==> src/rtl/clk_by_15_if.sv <==
// Output bundle of the divide-by-15 clock generator: the divided clock plus
// its internal state (counter, rising-edge and falling-edge phase registers).
`timescale 1ns/1ps
interface clk_by_15_if;
  logic       clk_out;
  logic [3:0] cnt;
  logic       p;
  logic       n;

  modport master (output clk_out, cnt, p, n);
  modport slave  (input  clk_out, cnt, p, n);
endinterface

==> src/rtl/clk_by_15.sv <==
// Divide-by-15 clock with 50% duty: a rising-edge phase p (7 cycles high)
// ORed with a half-cycle-delayed copy n stretches the high time to 7.5 cycles.
`timescale 1ns/1ps
module clk_by_15 (
  input  logic         clk,
  input  logic         rst,
  clk_by_15_if.master  bus
);

  localparam logic [3:0] CNT_LAST   = 4'd14;
  localparam logic [3:0] P_HIGH_MAX = 4'd6;

  logic [3:0] cnt_q;
  logic [3:0] cnt_next;
  logic       p_q;
  logic       n_q;

  // Any count at or above 14 (including an upset to 15) wraps to 0.
  always_comb begin
    cnt_next = cnt_q + 4'd1;
    if (cnt_q >= CNT_LAST) cnt_next = 4'd0;
  end

  always_ff @(posedge clk) begin
    if (rst) begin
      cnt_q <= CNT_LAST;
      p_q   <= 1'b0;
    end else begin
      cnt_q <= cnt_next;
      p_q   <= (cnt_next <= P_HIGH_MAX);
    end
  end

  always_ff @(negedge clk) begin
    if (rst) n_q <= 1'b0;
    else     n_q <= p_q;
  end

  assign bus.clk_out = p_q | n_q;
  assign bus.cnt     = cnt_q;
  assign bus.p       = p_q;
  assign bus.n       = n_q;

endmodule

==> src/flat_wrapper.sv <==
// flat-port wrapper written by rule: the top's interface ports become plain ports
module clk_by_15_flat 
  (clk, rst, bus_clk_out, bus_cnt, bus_p, bus_n);
  clk_by_15_if bus_i ();
  input  logic clk;
  input  logic rst;
  output wire logic [$bits(bus_i.clk_out)-1:0] bus_clk_out;
  output wire logic [$bits(bus_i.cnt)-1:0] bus_cnt;
  output wire logic [$bits(bus_i.p)-1:0] bus_p;
  output wire logic [$bits(bus_i.n)-1:0] bus_n;
  assign bus_clk_out = bus_i.clk_out;
  assign bus_cnt = bus_i.cnt;
  assign bus_p = bus_i.p;
  assign bus_n = bus_i.n;
  clk_by_15 u_core (.clk(clk), .rst(rst), .bus(bus_i));
endmodule
==> config.mk <==
export PLATFORM = sky130hd
export DESIGN_NAME = clk_by_15_flat
export DESIGN_NICKNAME = d
export VERILOG_FILES = /design/src/rtl/clk_by_15_if.sv /design/src/rtl/clk_by_15.sv /design/src/flat_wrapper.sv
export SDC_FILE = /design/constraint.sdc
export NUM_CORES = 1
export LEC_CHECK = 0
export BUFFER_PORTS_ARGS = -buffer_cell sky130_fd_sc_hd__buf_2
export CORE_AREA = 2 2 39 41
export CTS_CLUSTER_DIAMETER = 30
export CTS_CLUSTER_SIZE = 25
export DETAILED_ROUTE_END_ITERATION = 7
export DIE_AREA = 0 0 41 43
export GPL_TIMING_DRIVEN = 0
export SYNTH_ARGS = -nofsm -noshare
export SYNTH_HDL_FRONTEND = slang
export SYNTH_SLANG_ARGS = --single-unit
==> constraint.sdc <==
create_clock -name clk -period 1.2 [get_ports clk]
set_clock_uncertainty 0.2 [all_clocks]
set_input_delay 0.12 -clock clk [delete_from_list [all_inputs] [get_ports clk]]
set_output_delay 0.12 -clock clk [all_outputs]
set_load 0.03 [all_outputs]
==> metrics.yaml <==
place:
  port-buffer-count: 8
  gp_congestion: 0.754
  pre_cts_slack_ns: -0.418
global_route:
  grt_pass1_wl_um: 786
  grt_max_degree: 7
  grt_pass1_vias: 194
  grt_usage_pct: 7.44
  grt-ovfl-total: 0
  antenna_found_initial: 0
yosys:
  seq_area_frac_synth_pct: 47.8
  synth_fp_nets: 31
  synth.distinct_cells: 14
  synth_area_sq_um: 251
  ys_seq_elements: 6
  synthCells: 27
  syn_avg_cell_area_sq_um: 9.31
  yosysWarningCount: 0
timing:
  maxSlewHeadroom_pct: 88.4
  tightest_slew_ns: 0.173
  fin_ws_ns: -0.694
  rsz0062_at_grt: "yes"
  final-setup-viol-count: 6
  slew_violations: 0
  hold_slack_ns: 0.284
  finalHoldViolations: 0
clock_network:
  cts_tree: "done"
  clk_latency_ns: 0.24
  max-clock-path-buffers: 2
  cts_made_buffers: 3
  h-tree-depth: 1
  numClockSinks: 6
  clkTransAtPathRegs_ns: 0.05
  cts_root_buf: "clkbuf_4"
drt:
  wl_met1_um: 244
  drt_iter0_drc: 4
  ant_nets: 0
  via_per_inst: 4.21
  drt_wl_total_um: 556
  drc_errors: 0
  wl_per_cell_um: 9.59
  drt-pass1-iter-count: 4
  highest_layer: "met3"
  vias: 244
  wl_met2_um: 255
  wl_met3_um: 56
cells_and_area:
  num-nets-final: 47
  mostFrequentLayoutCell: "buf_2"
  multi_input_area_sq_um: 171
  layout_common_cells: "buf_2 (6), dfxtp_4 (5), clkbuf_4 (4), inv_1 (3)"
  utilization_pct: 32.5
  regArea_sq_um: 140
  diodes: 0
  nFillCells: 151
  syn2layout_area_growth_pct: 78.6
  layout-drive-gt1-share_pct: 66.7
critical_path:
  startpoint_type: "register"
  required_ns: 0.88
  cp.arrival_ns: 1.57
  crit_fanout: 2
  crit_path_end_kind: "output pin"
  crit_type: "register to output pin"
status:
  violations: "negative setup slack"
  outcome: "complete, but fails checks"
floorplan:
  rows: 14
  die_x_um: 41
  start_util_pct: 18.2
  die_h_um: 43
  die-area_sq_um: 1760
  fp.coreArea_sq_um: 1380
  io_pins: 9
power:
  power_density_nw_per_um2: 2680
  design_power_total_mw: 1.20
  ir_drop_uv: 938
  p_leak_nw: 0.196
hold_path:
  worstHoldPathType: "register to register"
job:
  cap_violations: 0
## Yosys cell counts
cell type	count	area share, %
a211o_1	1	3.5
a21oi_1	2	4.0
and4b_1	1	4.0
dfxtp_1	6	48
ha_1	2	9.9
inv_1	4	6.0
nor2_1	3	4.5
nor2b_1	1	2.5
nor3_1	2	4.0
o21ai_1	1	2.0
o21bai_1	1	3.0
o31ai_1	1	3.0
or2_2	1	2.5
xnor2_1	1	3.5
## state kept, by name, summed over array words and instances (netlist names)
signal / flops
u_core.bus.p: 1
u_core.bus.n: 1
u_core.bus.cnt: 4
## per-stage QoR
stage	area (sq um)	cells	TNS (ns)
6_report	449	58	-1.43
2_1_floorplan	293	27	-0.693
3_5_place_dp	353	51	-0.851
5_1_grt	449	58	-1.77
3_3_place_gp	353	51	-0.831
4_1_cts	395	56	-1.41
## worst paths after layout
kind	start	to	slack [ns]	cells past startpoint
hold / removal	u_core.bus.cnt[0]	u_core.bus.cnt[0]	0.28	1
setup / recovery	u_core.bus.n	bus_clk_out	-0.69	2
hold reg to reg	u_core.bus.cnt[0]	u_core.bus.cnt[0]	0.28	1
setup reg to reg	u_core.bus.p	u_core.bus.n	-0.11	1
## worst max-delay path, stage by stage, from the launching register on
cell     delay [ns]
dfxtp_4        0.32
or2_4          0.22
buf_6          0.14
## layout make-up
type / count / area share (%)
sequential: 6 / 31.2
inverter: 3 / 3.06
clock inverter: 1 / 0.836
clock buffer: 4 / 5.85
tap: 16 / 4.46
timing repair buffer: 11 / 16.4
multi-input combinational: 17 / 38.2
## cell families (layout without fill, tap and decap cells)
group | Yosys count | in the layout | share of synthesized area (%)
and+or+nand+nor | 8 | 8 | 17.4
AOI/OAI and AO/OA | 6 | 6 | 15.4
DFF | 6 | 6 | 47.8
buffers and inverters | 4 | 19 | 5.97
xor gates and xnor gates | 1 | 1 | 3.48
adders and majority gates | 2 | 2 | 9.95
## metal layers
metal	track usage, %	up-vias
li1	-	121
met1	8.06	111
met2	8.75	12
met3	9.42	0
met4	2.00	0
met5	0	-
## power breakdown
part / switching [mW] / total, mW / internal [mW] / leakage [nW]
Sequential: 0.0963 / 0.390 / 0.293 / 0.0522
Clock: 0.0788 / 0.209 / 0.130 / 0.0203
Combinational: 0.332 / 0.606 / 0.274 / 0.123
## what timing repair did
item / in CTS / in global routing
endpoints found under the setup margin: 4 / 8
endpoints found under the hold margin: 4 / 0
hold buffers: 1 / 0
resized for setup: 2 / 8
pin swaps: 1 / 3
gates cloned: 0 / 0
buffers inserted: 0 / 2
(Power assumes the default switching activity.)
